`src/rtl/hazard_scoreboard.sv`:
```
// hazard_scoreboard
//   Pipeline sequencing controller for a 5-stage IF/ID/EXEC/MEM/WB datapath
//   without forwarding. A per-register countdown scoreboard records how many
//   cycles remain until each in-flight write is readable from the register
//   file. Each cycle the block decides whether the ID instruction may issue.
//
// Parameters
//   WB_LAT : cycles from producer issue until its result is readable (1..7)
//   CNT_W  : scoreboard counter width, 2**CNT_W > WB_LAT
//
// Ports
//   clk, rst_n        : clock, asynchronous active-low reset
//   id_valid          : ID holds a valid instruction
//   id_rs, id_rt      : ID source registers
//   id_uses_rs/rt     : ID instruction reads rs / rt
//   id_regwrite       : ID instruction writes a register
//   id_write_reg      : ID destination register (after RegDest select)
//   ex_redirect       : EXEC branch/jump redirects the PC this cycle
//   mem_wait          : data memory not ready, whole pipeline freezes
//   issue             : ID instruction advances into EXEC at this edge
//   stall_pc          : hold PC and IF/ID
//   bubble_id_ex      : load a NOP into ID/EX
//   flush_if_id       : replace IF/ID with a NOP
//   freeze            : hold every pipeline register (mirrors mem_wait)
//   stall_count       : saturating count of cycles lost to data hazards
module hazard_scoreboard #(
  parameter int WB_LAT = 3,
  parameter int CNT_W  = 3
) (
  input  logic        clk,
  input  logic        rst_n,
  input  logic        id_valid,
  input  logic [4:0]  id_rs,
  input  logic [4:0]  id_rt,
  input  logic        id_uses_rs,
  input  logic        id_uses_rt,
  input  logic        id_regwrite,
  input  logic [4:0]  id_write_reg,
  input  logic        ex_redirect,
  input  logic        mem_wait,
  output logic        issue,
  output logic        stall_pc,
  output logic        bubble_id_ex,
  output logic        flush_if_id,
  output logic        freeze,
  output logic [31:0] stall_count
);

  localparam logic [CNT_W-1:0] LOAD_VAL = CNT_W'(WB_LAT);

  // Register 0 has no counter: it is hardwired and never busy.
  logic [CNT_W-1:0] cnt_r [1:31];
  logic [31:0]      stall_count_r;

  logic [31:0] busy_vec_s;
  logic        hazard_s;
  logic        issue_s;
  logic        stall_pc_s;
  logic        bubble_s;
  logic        flush_s;
  logic        freeze_s;
  logic        count_hazard_s;

  // Busy flags per register; bit 0 is tied low so r0 never causes a stall.
  always_comb begin
    busy_vec_s      = 32'd0;
    busy_vec_s[0]   = 1'b0;
    for (int r = 1; r < 32; r++) begin
      busy_vec_s[r] = (cnt_r[r] != '0);
    end
  end

  // Hazard uses the current (pre-update) counters, so a read-modify-write of
  // the same register sees the older producer before reloading the counter.
  always_comb begin
    hazard_s = id_valid & ((id_uses_rs & busy_vec_s[id_rs]) |
                           (id_uses_rt & busy_vec_s[id_rt]));
  end

  // Control decode: memory wait beats redirect, redirect beats data hazard.
  always_comb begin
    issue_s        = 1'b0;
    stall_pc_s     = 1'b0;
    bubble_s       = 1'b0;
    flush_s        = 1'b0;
    freeze_s       = 1'b0;
    count_hazard_s = 1'b0;
    if (mem_wait) begin
      // Redirect is ignored here; EXEC re-presents it once the wait clears.
      freeze_s   = 1'b1;
      stall_pc_s = 1'b1;
    end else if (ex_redirect) begin
      // The ID instruction is killed, so it never reaches the scoreboard.
      flush_s  = 1'b1;
      bubble_s = 1'b1;
    end else if (hazard_s) begin
      stall_pc_s     = 1'b1;
      bubble_s       = 1'b1;
      count_hazard_s = 1'b1;
    end else begin
      issue_s = id_valid;
    end
  end

  assign issue        = issue_s;
  assign stall_pc     = stall_pc_s;
  assign bubble_id_ex = bubble_s;
  assign flush_if_id  = flush_s;
  assign freeze       = freeze_s;
  assign stall_count  = stall_count_r;

  // Scoreboard countdown: an issuing write reloads its counter (winning over
  // the decrement); every other non-zero counter counts toward writeback.
  always_ff @(posedge clk or negedge rst_n) begin
    if (!rst_n) begin
      for (int r = 1; r < 32; r++) begin
        cnt_r[r] <= '0;
      end
    end else if (!mem_wait) begin
      for (int r = 1; r < 32; r++) begin
        if (issue_s && id_regwrite && (id_write_reg == 5'(r))) begin
          cnt_r[r] <= LOAD_VAL;
        end else if (cnt_r[r] != '0) begin
          cnt_r[r] <= cnt_r[r] - {{(CNT_W-1){1'b0}}, 1'b1};
        end else begin
          cnt_r[r] <= '0;
        end
      end
    end else begin
      for (int r = 1; r < 32; r++) begin
        cnt_r[r] <= cnt_r[r];
      end
    end
  end

  // Hazard-stall cycle counter, saturating at all ones.
  always_ff @(posedge clk or negedge rst_n) begin
    if (!rst_n) begin
      stall_count_r <= 32'd0;
    end else if (count_hazard_s && (stall_count_r != 32'hFFFF_FFFF)) begin
      stall_count_r <= stall_count_r + 32'd1;
    end else begin
      stall_count_r <= stall_count_r;
    end
  end

endmodule
```
`config.mk`:
```
export PLATFORM = sky130hd
export DESIGN_NAME = hazard_scoreboard
export DESIGN_NICKNAME = d
export VERILOG_FILES = /design/src/rtl/hazard_scoreboard.sv
export SDC_FILE = /design/constraint.sdc
export NUM_CORES = 1
export LEC_CHECK = 0
export CAP_MARGIN = 20
export CORE_UTILIZATION = 53
export DETAILED_ROUTE_END_ITERATION = 16
export PLACE_DENSITY_LB_ADDON = 0.15
export SETUP_SLACK_MARGIN = 0.5
export SYNTH_ARGS = -nofsm -noshare
export SYNTH_HDL_FRONTEND = slang
export SYNTH_SLANG_ARGS = --single-unit
```
`constraint.sdc`:
```
create_clock -name clk -period 2.7 [get_ports clk]
set_clock_uncertainty 0.15 [all_clocks]
set_input_delay 0.54 -clock clk [delete_from_list [all_inputs] [get_ports clk]]
set_output_delay 0.54 -clock clk [all_outputs]
set_load 0.02 [all_outputs]
```
# Word-level counts from Yosys, hierarchy flattened
# Index checks and enable logic that the tools add are counted.
# W data, S select, Z words.
[word_totals] reg_bits=125
[classes] n_eq_ne=32 order_cmp=2 add_sub_neg=32 muxes=78 n_bitwise=4 n_reduce_logical=64
[ops] op="$mux W3" n=62
[ops] op="$reduce_bool A3 Y1" n=31
[ops] op="$sub A3 B1 Y3 const B" n=31
[ops] op="$eq A5 B5 Y1 const B" n=16
[ops] op="$eq A5 B4 Y1 const B" n=8
[ops] op="$logic_and A1 B1 Y1" n=33
[ops] op="$add A32 B1 Y32 const B" n=1
[ops] op="$ne A32 B32 Y1 const B" n=1
[ops] op="$eq A5 B3 Y1 const B" n=4
[ops] op="$mux W1" n=14
[ops] op="$lt A5 B6 Y1 const B" n=2
[ops] op="$bmux W1 S5" n=2
[ops] op="$eq A5 B2 Y1 const B" n=2
[ops] op="$eq A5 B1 Y1 const B" n=1
[ops] op="$and A1 B1 Y1" n=3
[ops] op="$or A1 B1 Y1" n=1

# Depth between registers and ports, before layout
[depth] word_depth=12 depth_mapped=10

# Worst setup path after synthesis
# Ideal clock, no wire load.
[synth_path] path_kind="input -> output" from="input id_rs[2]" to="output issue" stages=8 arrival_ns=2.400 path_buffers=2 setup_slack_ns=-0.390 required_time_ns=2.010 path_cell_list="o41ai_1 -> a21oi_1 -> a2111oi_2 -> a2111oi_2 -> a22oi_4 -> buf_6 -> buf_2 -> nor2b_1"
[synth_via] elab_chain_cells=8
[synth_rtl] item="start: declaration" line="33" source="input logic [4:0] id_rs,"
[synth_rtl] item="$bmux W1 S5" line="76" source="hazard_s = id_valid & ((id_uses_rs & busy_vec_s[id_rs]) |"
[synth_rtl] item="$mux W1 (implied by the code)" line="76"
[synth_rtl] item="$and A1 B1 Y1" line="76"
[synth_rtl] item="$or A1 B1 Y1" line="76"
[synth_rtl] item="$and A1 B1 Y1" line="76"
[synth_rtl] item="$mux W1" line="96" source="end else if (hazard_s) begin"
[synth_rtl] item="$mux W1" line="92" source="end else if (ex_redirect) begin"
[synth_rtl] item="$mux W1" line="88" source="if (mem_wait) begin"
[synth_rtl] item="end: declaration" line="41" source="output logic issue,"
# No other way between the ends. The select of a mux whose other input is x is not followed.

# Worst setup path after layout
[layout_path] from="register cnt_r[44] in the netlist's numbering" to="output bubble_id_ex"
[layout_via] elab_chain_cells=9 word_cells_on_any_way=12 classes_between="mux (7); bitwise (4); reduce/logical (1)"
[layout_rtl] item="start: declaration" line="52" source="logic [CNT_W-1:0] cnt_r [1:31];"
[layout_rtl] item="start signal: indexed assignment" line="124" source="cnt_r[r] <= cnt_r[r] - {{(CNT_W-1){1'b0}}, 1'b1};"
[layout_rtl] item="start signal: indexed assignment" line="131" source="cnt_r[r] <= cnt_r[r];"
[layout_rtl] item="$reduce_bool A3 Y1 *" line="69" source="busy_vec_s[r] = (cnt_r[r] != '0);"
[layout_rtl] item="$bmux W1 S5, on equally long branches" line="76, 77"
[layout_rtl] item="$mux W1, on equally long branches" line="76, 77"
[layout_rtl] item="$and A1 B1 Y1, on equally long branches" line="76, 77"
[layout_rtl] item="$or A1 B1 Y1 *" line="76"
[layout_rtl] item="$and A1 B1 Y1 *" line="76"
[layout_rtl] item="$mux W1 *" line="96"
[layout_rtl] item="$mux W1 *" line="92"
[layout_rtl] item="$mux W1 *" line="88"
[layout_rtl] item="end: declaration" line="43" source="output logic bubble_id_ex,"
# Every way passes the cells marked *; elsewhere a longest branch is shown, timed or not. The select of a mux whose other input is x is not followed.

==> metrics.md <==
| Metric | Value |
|---|---|
| Status | finished, violations left |
| Failing checks | design-rule violations, negative setup slack |
| Overall Power | 5.16 mW |
| IO Pins | 60 |
| Starting DRT DRC Count | approximately 580 |
| Startpoint class of the critical path | flip-flop |
| Fmax | 316 MHz |
| Synthesized area | 6840 um2 |
| Post-Layout Cell Count | 1153 |
| Initial core utilization | 54.2% |
| Largest net degree at the start of global routing | 46 |
| Hold Path End | stall_count[19]$_DFFE_PN0P_ |
| Area growth syn-to-layout | 52.1% |
| Top cells by count, synth | dfrtp_1, nor2_1, a21oi_1 |
| Via-to-Cell Ratio | 6.18 |
| Max-cap viol count | 0 |
| Die area | 13400 um2 |
| Post-DRT Antenna Nets | 0 |
| Largest cells by area after synthesis | dfrtp_1, a21oi_1, nor2_1, xor2_1, nor3_1 |
| Internal power | 3.81 mW |
| Hold WC Path Type | reg -> reg |
| Grt met2 use | 58.5% |
| Final core utilization | about 82% |
| Fraction of registers with async set/reset | 100% |
| Final Cycle Share | 117% |
| Endpoint type of the worst setup path | primary output |
| DP Area | between 9000 and 10000 um2 |
| Largest stage delay, worst path | 0.42 ns |
| CTS Buffer Depth | 2 |
| Tot GR Track Use | between 30% and 40% |
| Pin slew with the least headroom to its limit | 0.616 ns |
| Top-count cell post-synth | dfrtp_1 |
| HP Start | stall_count[19]$_DFFE_PN0P_ |
| # port buffers | 59 |
| Mean Syn Cell Area | 9.34 um2 |
| Chip width | 116 um |
| Distinct cells, synth | 64 |
| Hold depth | 1 |
| WL final | 22.3 mm |
| Via count | 7131 |
| Die Ht | 116 um |
| Synth Instances | 732 |
| Antenna violations before repair | 0 |
| Worst reg2reg path depth | 11 |
| RSZ-0062 raised after global routing | true |
| Top fanout value on the critical path | 4 |
| # diodes | 0 |
| Crit path max-delay cell type | dfrtp_1 |
| Reg2reg start | cnt_r[44]$_DFFE_PN0N_ |
| Total clock sinks | 125 |
| Critical Setup Path Class | reg -> out |
| Final hold viol count | 0 |
| TritonCTS Buffers | 17 |
| CTS tree | done |
| Top cell family by delay on the critical path | simple AND/OR/NAND/NOR gates |
| PD cells | 496 nW/um2 |
| Grt ovf | 0 |
| Clock Tree Root | clkbuf_16 |
| Crit Reg-Reg Endpoint | cnt_r[38]$_DFFE_PN0N_ |
| Post-Syn Nets | roughly 760 |
| Psw | 1.34 mW |
| CP bufs+invs | 2 |
| Post-synth EDFFs | 0 |
| Synth Flop Type | dfrtp_1 |
| WL/cell | 19.3 um |
| Top Usage Layer GRT | met2 |
| Internal reg-to-reg setup slack | -0.27 ns |
| Cell breakdown of the critical path | buf_4, nor4_4, a2111oi_4, nor4_1, a21oi_1, a22oi_4, nand2b_4, a21oi_4, buf_6 |
| Crit path DAT | 2.47 ns |
| Worst Path Required | 2.01 ns |
| Number of global-route vias before repair | 7115 |
| H-tree levels | 4 |
| Relative slew slack | 59.0% |
| Logic gate share of total power | around 15% |
| Clk Latency, worst-skew pair | 0.43 ns |
| VDD IR-drop max | 0.432 mV |
| First-pass GRT wire length | 34.3 mm |
| Synth warnings | 0 |
| Leading area contributor after synthesis | dfrtp_1 |
| Tmin final | 3.16 ns |
| Clock Power Share | 46.6% |
| Hpwl dp | 14.5 mm |
| Leak Pwr | 4.98 nW |
| Synth Register Bits | between 100 and 150 |
| Setup violations, final | 66 |
| Final net count | 992 |
| GP Congestion | 0.907 |
| Yosys top cell area share | a little under half |
| FP Rows | 41 |
| Net Sw Frac | 26.1% |
| DRC viols | 2 |
| Seq/Total Area, Yosys | 45.8% |
| Critical path depth | 9 |
| Fraction of layout cells with a size suffix above 1 | 37.9% |
| Sequential share of power | 38.2% |
| Core area | 12600 um2 |
| Hold slack | about 0.35 ns |
| Dpl cells | 1096 |
| First-pass detailed-route iteration total | 11 |
| Met3 usage | 7.22% |
| Final worst slack | -0.465 ns |
| Clock-pin transition on the worst setup and hold timing paths | 0.06 ns |
| Met1 Usage GRT | 40.0% |
| Design area | between 10000 and 15000 um2 |
| Max-slew violation count | 0 |
sequential cells by signal (all words and copies together) (netlist names):
| signal | flops |
|---|---|
| stall_count | 32 |
| cnt_r | 93 |
worst max-delay path by stage:
stage                                from  slack, ns      endpoint
global placement                 id_rs[1]      -1.17      stall_pc
global route        cnt_r[65]$_DFFE_PN0N_      -0.52  bubble_id_ex
floorplan                        id_rs[2]      -0.04         issue
finish              cnt_r[44]$_DFFE_PN0N_      -0.46  bubble_id_ex
CTS                 cnt_r[53]$_DFFE_PN0N_      -0.43      stall_pc
detailed placement               id_rs[1]      -1.29  bubble_id_ex
worst register-to-register path: stages (launching register included):
cell	delay [ns]
dfrtp_1	0.42
buf_4	0.17
nor4_4	0.30
a2111oi_4	0.09
nor4_1	0.26
a21oi_1	0.13
a22oi_4	0.29
buf_4	0.22
buf_16	0.19
nand4_2	0.15
buf_12	0.19
o221a_2	0.29
kinds of logic after synthesis:
group	after synthesis	share of synthesized area (%)
AND/OR/NAND/NOR	324	27.1
AO/OA/AOI/OAI	200	19.1
flip-flops	125	45.8
buffers and inverters	47	3.13
XOR/XNOR	31	3.97
multiplexers	4	0.787
adder cells (fa/ha/maj)	1	0.183
final cells by class:
cell class,instances,area (um2)
Timing Repair Buffer,255,2270
Tap cell,172,215
Multi-Input combinational cell,560,4120
Clock inverter,8,130
Fill cell,767,2220
Inverter,9,37.5
Sequential cell,125,3140
Clock buffer,24,492
power by group through the flow:
stage / Clock (mW) / Sequential, mW / Combinational, mW
after global placement: 0 / 2.00 / 0.615
after CTS: 2.41 / 1.97 / 0.725
final: 2.40 / 1.97 / 0.782
after global routing: 2.51 / 1.98 / 0.827
after floorplan: 0 / 2.04 / 0.301
after detailed placement: 0 / 2.00 / 0.631
layout by cell type (no fill, tap or decap), drive strengths merged, types with 8 or more instances in the layout:
cell             n
a2111oi          8
o221a           10
nand3           25
clkbuf          28
clkdlybuf4s50   31
buf            198
o21a            26
or2             23
dlymetal6s2s    11
nor4            29
nor2            76
nor3b           23
nor3            53
nand2           32
nor4b            8
nand4           17
o21ai           57
xor2            28
dfrtp          125
inv              9
a21oi           60
per-layer routing:
| metal | wire length [um] | share of wire (%) | vias up |
|---|---|---|---|
| met5 | 0 | 0 | - |
| met3 | 1220 | 5.5 | 74 |
| met4 | 903 | 4.0 | 0 |
| li1 | - | - | 3216 |
| met2 | 11300 | 51 | 289 |
| met1 | 8870 | 40 | 3552 |
per-stage QoR:
stage	setup WS, ns	TNS (ns)
2_1_floorplan	-0.0432	-0.0560
3_3_place_gp	-1.17	-104.18
3_5_place_dp	-1.29	-117.99
4_1_cts	-0.427	-6.71
5_1_grt	-0.522	-16.77
6_report	-0.465	-9.93
timing repair:
item	in CTS	in global routing
hold buffers	1	0
hold endpoints to repair	17	0
gates cloned	4	1
pin swaps	23	15
endpoints found under the setup margin	132	139
buffers inserted	13	6
gates resized for setup	93	53
No activity file was read; power rests on OpenSTA's default activity.
